### src/rtl/guess_game_ctrl.sv
// -----------------------------------------------------------------------------
// guess_game_ctrl
//
// Controller for a "guess the sequence" game built from four symbol buttons.
// A player first enters a secret of 4..7 symbols, then other players enter
// guesses of 4..7 symbols. Each committed guess is compared position by
// position with the secret. An exact match wins. Otherwise one try is used up,
// and running out of tries loses. WON and LOST are held until reset.
//
// Parameters
//   MAX_TRIES   number of guesses allowed before loss (1..7)
//
// Ports
//   clk         sole clock, rising edge
//   reset       asynchronous, active-low reset
//   btn[3:0]    symbol buttons (level, synchronous to clk); bit k = symbol k
//   enter       commit button (level, synchronous to clk)
//   phase[1:0]  game FSM state: 00 SECRET, 01 GUESS, 10 WON, 11 LOST
//               (this is the FSM state register itself)
//   secret_len  number of symbols stored in the secret
//   guess_len   number of symbols stored in the current guess
//   tries_left  guesses remaining
//   match[6:0]  per-position match vector of the last evaluated guess
//   win, lose   terminal result flags
//   equal, bigger, smaller
//               result / length hint flags of the last evaluation
//
// Build options
//   GUESS_HINT_EN  when defined, a failed evaluation reports a one-hot length
//                  hint (equal/bigger/smaller). When undefined, bigger and
//                  smaller are always 0 and equal is raised only on a win.
//
// Press handling: inputs are levels. A press is a rising edge seen against
// the registered copy of the input. A cycle in which several symbol buttons
// rise together is discarded entirely, including any enter edge in that
// cycle. A valid symbol press wins over an enter edge in the same cycle.
// -----------------------------------------------------------------------------
module guess_game_ctrl #(
    parameter int MAX_TRIES = 4
) (
    input  logic       clk,
    input  logic       reset,
    input  logic [3:0] btn,
    input  logic       enter,
    output logic [1:0] phase,
    output logic [2:0] secret_len,
    output logic [2:0] guess_len,
    output logic [2:0] tries_left,
    output logic [6:0] match,
    output logic       win,
    output logic       lose,
    output logic       equal,
    output logic       bigger,
    output logic       smaller
);

    typedef enum logic [1:0] {
        PH_SECRET = 2'b00,
        PH_GUESS  = 2'b01,
        PH_WON    = 2'b10,
        PH_LOST   = 2'b11
    } phase_t;

    localparam logic [2:0] TRIES_INIT = 3'(MAX_TRIES);
    localparam logic [2:0] LEN_MAX    = 3'd7;
    localparam logic [2:0] LEN_MIN    = 3'd4;

    // State and datapath registers with their next values
    phase_t          state_q, state_d;
    logic [6:0][1:0] secret_q, secret_d;
    logic [6:0][1:0] guess_q, guess_d;
    logic [2:0]      slen_q, slen_d;
    logic [2:0]      glen_q, glen_d;
    logic [2:0]      tries_q, tries_d;
    logic [6:0]      match_q, match_d;
    logic            win_q, win_d;
    logic            lose_q, lose_d;
    logic            equal_q, equal_d;
    logic            bigger_q, bigger_d;
    logic            smaller_q, smaller_d;

    // Edge detection
    logic [3:0]      btn_q;
    logic            enter_q;
    logic [3:0]      rise;
    logic            enter_rise;
    logic            multi_rise;
    logic            sym_valid;
    logic            enter_valid;
    logic [1:0]      sym;

    // Combinational compare of the current guess against the secret
    logic [6:0]      match_c;

    assign rise        = btn & ~btn_q;
    assign enter_rise  = enter & ~enter_q;
    // Clearing the lowest set bit leaves a nonzero value only if 2+ bits rose
    assign multi_rise  = (rise & (rise - 4'd1)) != 4'd0;
    assign sym_valid   = (rise != 4'd0) && !multi_rise;
    // Any symbol activity in the cycle, valid or not, swallows the enter edge
    assign enter_valid = enter_rise && (rise == 4'd0);

    always_comb begin
        sym = 2'd0;
        if (rise[1]) sym = 2'd1;
        if (rise[2]) sym = 2'd2;
        if (rise[3]) sym = 2'd3;
    end

    // A position matches when it is empty in both arrays, or filled in both
    // with the same symbol. Filled-versus-empty never matches, even though
    // empty slots hold code 0.
    always_comb begin
        match_c = '0;
        for (int i = 0; i < 7; i++) begin
            match_c[i] = ((3'(i) >= slen_q) && (3'(i) >= glen_q)) ||
                         ((3'(i) <  slen_q) && (3'(i) <  glen_q) &&
                          (secret_q[i] == guess_q[i]));
        end
    end

    // Next-state and datapath logic
    always_comb begin
        state_d   = state_q;
        secret_d  = secret_q;
        guess_d   = guess_q;
        slen_d    = slen_q;
        glen_d    = glen_q;
        tries_d   = tries_q;
        match_d   = match_q;
        win_d     = win_q;
        lose_d    = lose_q;
        equal_d   = equal_q;
        bigger_d  = bigger_q;
        smaller_d = smaller_q;

        case (state_q)
            PH_SECRET: begin
                if (slen_q == LEN_MAX) begin
                    // A full secret commits itself one cycle later
                    state_d = PH_GUESS;
                end else if (sym_valid) begin
                    secret_d[slen_q] = sym;
                    slen_d           = slen_q + 3'd1;
                end else if (enter_valid && (slen_q >= LEN_MIN)) begin
                    state_d = PH_GUESS;
                end
            end

            PH_GUESS: begin
                if (sym_valid) begin
                    if (glen_q != LEN_MAX) begin
                        guess_d[glen_q] = sym;
                        glen_d          = glen_q + 3'd1;
                    end
                end else if (enter_valid && (glen_q >= LEN_MIN)) begin
                    match_d = match_c;
                    if (match_c == 7'h7F) begin
                        state_d   = PH_WON;
                        win_d     = 1'b1;
                        equal_d   = 1'b1;
                        bigger_d  = 1'b0;
                        smaller_d = 1'b0;
                    end else begin
                        tries_d = tries_q - 3'd1;
                        guess_d = '0;
                        glen_d  = 3'd0;
`ifdef GUESS_HINT_EN
                        equal_d   = (glen_q == slen_q);
                        bigger_d  = (glen_q <  slen_q);
                        smaller_d = (glen_q >  slen_q);
`else
                        equal_d   = 1'b0;
                        bigger_d  = 1'b0;
                        smaller_d = 1'b0;
`endif
                        if (tries_q == 3'd1) begin
                            state_d = PH_LOST;
                            lose_d  = 1'b1;
                        end
                    end
                end
            end

            PH_WON, PH_LOST: begin
                // Terminal: everything holds until reset
            end

            default: state_d = PH_SECRET;
        endcase
    end

    always_ff @(posedge clk or negedge reset) begin
        if (!reset) begin
            state_q   <= PH_SECRET;
            secret_q  <= '0;
            guess_q   <= '0;
            slen_q    <= 3'd0;
            glen_q    <= 3'd0;
            tries_q   <= TRIES_INIT;
            match_q   <= 7'd0;
            win_q     <= 1'b0;
            lose_q    <= 1'b0;
            equal_q   <= 1'b0;
            bigger_q  <= 1'b0;
            smaller_q <= 1'b0;
            btn_q     <= 4'd0;
            enter_q   <= 1'b0;
        end else begin
            state_q   <= state_d;
            secret_q  <= secret_d;
            guess_q   <= guess_d;
            slen_q    <= slen_d;
            glen_q    <= glen_d;
            tries_q   <= tries_d;
            match_q   <= match_d;
            win_q     <= win_d;
            lose_q    <= lose_d;
            equal_q   <= equal_d;
            bigger_q  <= bigger_d;
            smaller_q <= smaller_d;
            btn_q     <= btn;
            enter_q   <= enter;
        end
    end

    assign phase      = state_q;
    assign secret_len = slen_q;
    assign guess_len  = glen_q;
    assign tries_left = tries_q;
    assign match      = match_q;
    assign win        = win_q;
    assign lose       = lose_q;
    assign equal      = equal_q;
    assign bigger     = bigger_q;
    assign smaller    = smaller_q;

endmodule
### config.mk
export PLATFORM = sky130hd
export DESIGN_NAME = guess_game_ctrl
export DESIGN_NICKNAME = d
export VERILOG_FILES = /design/src/rtl/guess_game_ctrl.sv
export SDC_FILE = /design/constraint.sdc
export NUM_CORES = 1
export LEC_CHECK = 0
export ABC_AREA = 1
export CELL_PAD_IN_SITES_DETAIL_PLACEMENT = 1
export CELL_PAD_IN_SITES_GLOBAL_PLACEMENT = 2
export CORE_ASPECT_RATIO = 0.8
export CORE_MARGIN = 5
export CORE_UTILIZATION = 33
export DETAILED_ROUTE_END_ITERATION = 10
export GPL_TIMING_DRIVEN = 0
export PLACE_DENSITY_LB_ADDON = 0.1
export REMOVE_ABC_BUFFERS = 1
export SYNTH_ARGS = -nofsm -noshare
export SYNTH_HDL_FRONTEND = slang
export SYNTH_SLANG_ARGS = --single-unit
### constraint.sdc
create_clock -name clk -period 2.1 [get_ports clk]
set_clock_uncertainty 0.2 [all_clocks]
set_input_delay 0.315 -clock clk [delete_from_list [all_inputs] [get_ports clk]]
set_output_delay 0.315 -clock clk [all_outputs]
set_load 0.03 [all_outputs]
---- Word-level counts from Yosys, hierarchy flattened ----
Cells that the tools add are included.
operators by class
  add/subtract/negate cells ............... 4
  magnitude comparators ................... 34
  eq/ne operators ......................... 19
  muxes and demuxes ....................... 26
  bitwise logic cells ..................... 8
  reduce and logical (&&, ||, !) cells .... 48
operator list
  cell                 count
  $mux 14              4
  $bwmux 14            2
  $logic_and 1x1->1    27
  $mux 2               11
  $ge 3x3->1 const A   6
  $lt 3x3->1 const A   6
  $eq 2x2->1           7
  $demux 2 s3          2
  $ge 1x3->1 const A   4
  $ge 2x3->1 const A   4
  $lt 1x3->1 const A   4
  $lt 2x3->1 const A   4
  $mux 3               4
  $ne 3x3->1 const B   4
  $reduce_and 4->1     3
  $and 4x4->4          2
  $lt 3x4->1 const B   2
  $reduce_bool 4->1    2
  $eq 7x7->1 const B   1
  $logic_or 1x1->1     7
  $add 3x1->3 const B  2
  $ge 3x1->1 const B   2
  $ge 3x3->1 const B   2
  $ne 2x2->1 const B   3
  18 further kinds     24
word-level totals
  register bits after elaboration ......... 54
  input port bits ......................... 7
  output and inout port bits .............. 23
  logic and storage cells ................. 163

---- Longest topological paths before layout ----
  depth after elaboration ................. 10
  gate-level depth with buffers ........... 16
  mapped depth without buffers ............ 15

---- Worst setup path before layout ----
OpenSTA, ideal clock, no wires.
  path type ............................... reg-to-reg
  start point ............................. register glen_q[0] (netlist: guess_len[0])
  end point ............................... register glen_q[0] (netlist: guess_len[0])
  setup time .............................. 117 ps
  data arrival time ....................... 1883 ps
  required time ........................... 1783 ps
  path slack .............................. -99 ps
  cell stages (with the launch flop) ...... 16
  path buffers ............................ 1
  period minus slack after synthesis ...... 2199 ps
  cells stage by stage .................... dfrtp_1 -> buf_2 -> inv_1 -> ha_1 -> inv_1 -> nor2_1 -> o21ai_0 -> nand2_1 -> nand2_1 -> nor2_4 -> nand2_2 -> nand2_4 -> nand2_4 -> nand2_4 -> nand2_1 -> nand2_1
on the way
  cells in the longest elaborated chain, start to end .. 7
  elaborated cells between the ends (all ways) .. 53
  those cells by class .................... add/sub (1); order compare (15); eq/ne (4); mux (2); reduce/logical (31)
RTL lines
  item                                line  source
  from (decl)                         73    logic [2:0] glen_q, glen_d;
  from (signal assigned)              214   glen_q <= glen_d;
  $lt 1x3->1 (tied with other cells)  117   ((3'(i) < slen_q) && (3'(i) < glen_q) &&
  $logic_and 1x1->1 (2 in series)     117
  $logic_or 1x1->1                    116   match_c[i] = ((3'(i) >= slen_q) && (3'(i) >= glen_q)) ||
  $eq 7x7->1                          158   if (match_c == 7'h7F) begin
  $ne 2x2->1 (no line)                n/a
  $reduce_and 4->1 (no line)          n/a
Parallel ways exist; a longest one is shown, timed or not. The select of a mux whose other input is x is not followed.
A chain may end at the register's enable or synchronous reset.

---- Final worst setup path ----
  start point ............................. register slen_q[1] (netlist: secret_len[1])
  end point ............................... register guess_q[7] in the netlist's numbering
on the way
  cells in the longest elaborated chain, start to end .. 7
  elaborated cells between the ends (all ways) .. 45
  those cells by class .................... order compare (14); eq/ne (2); reduce/logical (29)
RTL lines
  item                                line  source
  from (decl)                         72    logic [2:0] slen_q, slen_d;
  from (signal assigned)              213   slen_q <= slen_d;
  $lt 1x3->1 (tied with other cells)  117
  $logic_and 1x1->1 (2 in series)     117
  $logic_or 1x1->1                    116
  $eq 7x7->1 *                        158
  $ne 2x2->1 (no line) *              n/a
  $reduce_and 4->1 (no line) *        n/a
  to (signal assigned)                212   guess_q <= guess_d;
  to (decl)                           71    logic [6:0][1:0] guess_q, guess_d;
Mark *: on every way between the ends. The rest lies on a longest branch, timed or not.

==> impl_results.md <==
* Outcome: finished, final reports clean
* Clk Latency, worst-skew pair at 290 ps
* Worst hold path type: input port to register
* Antenna cells at 0
* Mean Syn Cell Area at 7.643 um2
* Lkg Pwr at 0.002139 uW
* Fin crit share at 99.52%
* Initial antenna violation count at 0
* Post-synthesis simple-gate area fraction at 35.71%
* Clk buf depth at 2
* Cell variety after synth at 32
* Htree depth at 2
* Layout cell share with drive strength beyond 1 at 29.00%
* PwrDens at 491.0 nW/um2
* Synthesis-stage register bit count at 54
* First-pass GRT wire length at 14380 um
* Average vias per placed instance at 4.808
* Residual DRC at 0
* Reg clk slew, reported paths at 70 ps
* Initial Utilization at 33.72%
* Max VDD drop at 269.4 uV
* Vias at 2808
* Final-report hold violation count at 0
* Clk sinks at 54
* Asr flop ratio synth at 100.0%
* Vias in the first global route at 2787
* Footprint of the multi-input gates at 1689 um2
* Critical Path RT at 2130 ps
* CP endpoint kind: register
* Fmax at 478.5 MHz
* Met1 WL at 4298 um
* Dominant cells by area after synthesis: dfrtp_1, nand2_1, inv_1
* Placed inst area at 3411 um2
* CTS tree: built
* CP Cell Sequence: inv_2 > ha_2 > nand2_1 > nand2_1 > inv_1 > nand2_1 > nand2_2 > nand2_2 > nor2_4 > buf_6 > nand3_4 > nand4_1 > nand2_1 > nand2_1
* Post-synth EDFFs at 0
* Final Wtd Congestion at 0.7361
* Iter 0 DRT Violations at 129
* Filler Cells Inserted at 1096
* Fin area at 4219 um2
* Post-Layout Cell Count at 584
* Worst path top cell family by delay: simple AND/OR/NAND/NOR gates
* Slew Viols, Final at 0
* Yosys warns at 0
* Max-cap viol count at 0
* Adder-cell share of the synthesized area at 4.124%
* Storage element area at 1360 um2
* Synth Area in Compound Gates at 4.990%
* Area Overhead vs Synth at 39.05%
* Post-DP HPWL at 6184 um
* Largest family of logic cells by synthesized area: simple AND/OR/NAND/NOR gates
* Syn Std Cell Area at 3034 um2
* Post-synthesis share of cell area spent on xor and xnor gates at 2.268%
* Most frequent CP cell: nand2_1
* Crit path DAT at 2120 ps
* Post-synthesis mux area share at 0%
* Die extent in y at 95.77 um
* Cells after synthesis at 397
* Most numerous cell in the Yosys netlist: nand2_1
* Largest net degree at the start of global routing at 34
* Buf+Inv Stages, Crit Path at 3
* Max_slew headroom at 58.12%
* Top_reg_cell synth: dfrtp_1
* Port Buffers at 27
* Routed len/inst at 15.56 um
* Synth cell count leaders: nand2_1, dfrtp_1, inv_1
* Core area at 8999 um2
* Area share of the largest cell type after synthesis at 43.71%
* Startpoint types: register
* Die Span X at 117.2 um
* Die footprint at 11220 um2
* Met3 WL at 320 um
* Routed wire length at 9085 um
* Min Tclk post-route at 2090 ps
* GRT Total Usage at 16.71%
* Slew @ Worst Pin at 628.3 ps
* Maximum fanout along the worst path at 8
* Post-synth top area cell: dfrtp_1
* GRT overflow at 0
* Total CTS buffers at 5
* Fin nets at 485
* IO Count at 30
* CTS root buffer: clkbuf_16
* Setup repair after global routing missed its margin: yes
* CP peak stage delay at 470 ps
* Setup violators final at 0
* Register area share after synthesis at 44.58%
* Top Metal Used: met4
* FP Rows at 31
* Placed instance count at 533
* Critical path class: register to register
* Met2 WL at 4404 um
* CP max stage cell: dfrtp_2
* Hold_ws at 26.90 ps
* Detail Route Antenna Nets at 0
* DRT Pass-1 Iters at 4
==> registers in the layout, indices dropped and copies added, names as in the netlist <==
| name | count |
|---|---|
| btn_q | 4 |
| enter_q | 1 |
| equal | 1 |
| guess_len | 3 |
| guess_q | 14 |
| lose | 1 |
| match | 7 |
| phase | 2 |
| secret_len | 3 |
| secret_q | 14 |
| tries_left | 3 |
| win | 1 |
==> layout by cell type (no fill, tap or decap), drive strengths merged <==
cell type,Yosys,routed
nand3,16,16
dlygate4sd3,0,2
clkbuf,0,8
clkinvlp,0,1
buf,8,44
ha,10,10
o21ai,25,25
dlymetal6s2s,0,6
clkdlybuf4s50,0,19
inv,48,48
or2,4,4
dfrtp,53,53
nor3,5,5
a21oi,2,2
conb,1,2
nor2,32,32
nand2,164,164
xor2,3,3
dfstp,1,1
clkinv,2,1
xnor2,4,4
a32oi,1,1
o21bai,1,1
nand4,17,17
==> kinds of logic after synthesis <==
kind of cell,Yosys count
AO/OA/AOI/OAI,29
XOR/XNOR,7
adder cells (fa/ha/maj),10
buffers and inverters,58
flip-flops,54
other,1
AND/OR/NAND/NOR,238
==> path summary, 6_finish.rpt <==
check / slack, ps / startpoint / to / cells past startpoint
worst min register to register: 270 / win$_DFFE_PN0P_ / win$_DFFE_PN0P_ / 2
worst min-delay path: 30 / btn[3] / btn_q[3]$_DFF_PN0_ / 1
max in group asynchronous: 700 / reset / tries_left[2]$_DFFE_PN1P_ / 3
min in group asynchronous: 340 / reset / secret_q[9]$_DFFE_PN0P_ / 2
worst max register to register: 10 / secret_len[1]$_DFFE_PN0P_ / guess_q[7]$_DFFE_PN0P_ / 14
worst max-delay path: 10 / secret_len[1]$_DFFE_PN0P_ / guess_q[7]$_DFFE_PN0P_ / 14
==> through the flow <==
step           util [%]  power, uW  TNS, ps  worst slack (ps)
6_report          46.89       2072        0             10.14
5_1_grt           46.89       2158    -1431            -130.4
4_1_cts           41.94       2057        0            0.4046
3_5_place_dp      37.90       1215   -30920            -990.8
3_3_place_gp      37.74       1210  -100070             -1323
2_1_floorplan         -       1146    -2285            -150.2
==> final cells by class <==
cell class	instances	area share [%]
Sequential cell	54	32.24
Inverter	50	5.042
Multi-Input combinational cell	286	40.04
Clock buffer	8	3.233
Timing Repair Buffer	71	16.04
Tap cell	115	3.410
==> report_power, final <==
part	internal, uW	switching (uW)	leakage (uW)	total, uW
combinational	66.3	126	0.00138	192
clock	446	387	0.0000652	834
sequential	1040	2.16	0.000697	1050
==> layer usage <==
layer | track usage [%] | vias up
met5 | 0 | -
met4 | 4.011 | 0
met3 | 3.206 | 7
met2 | 26.69 | 44
met1 | 23.39 | 1378
li1 | - | 1379
==> what timing repair did <==
item / 4_1_cts / 5_1_grt
hold buffers: 1 / 1
endpoints found under the setup margin: 46 / 39
gates resized for setup: 17 / 80
cloned: 0 / 0
setup buffers: 22 / 19
pin swaps: 1 / 31
hold endpoints to repair: 21 / 1
(Power assumes the default switching activity.)
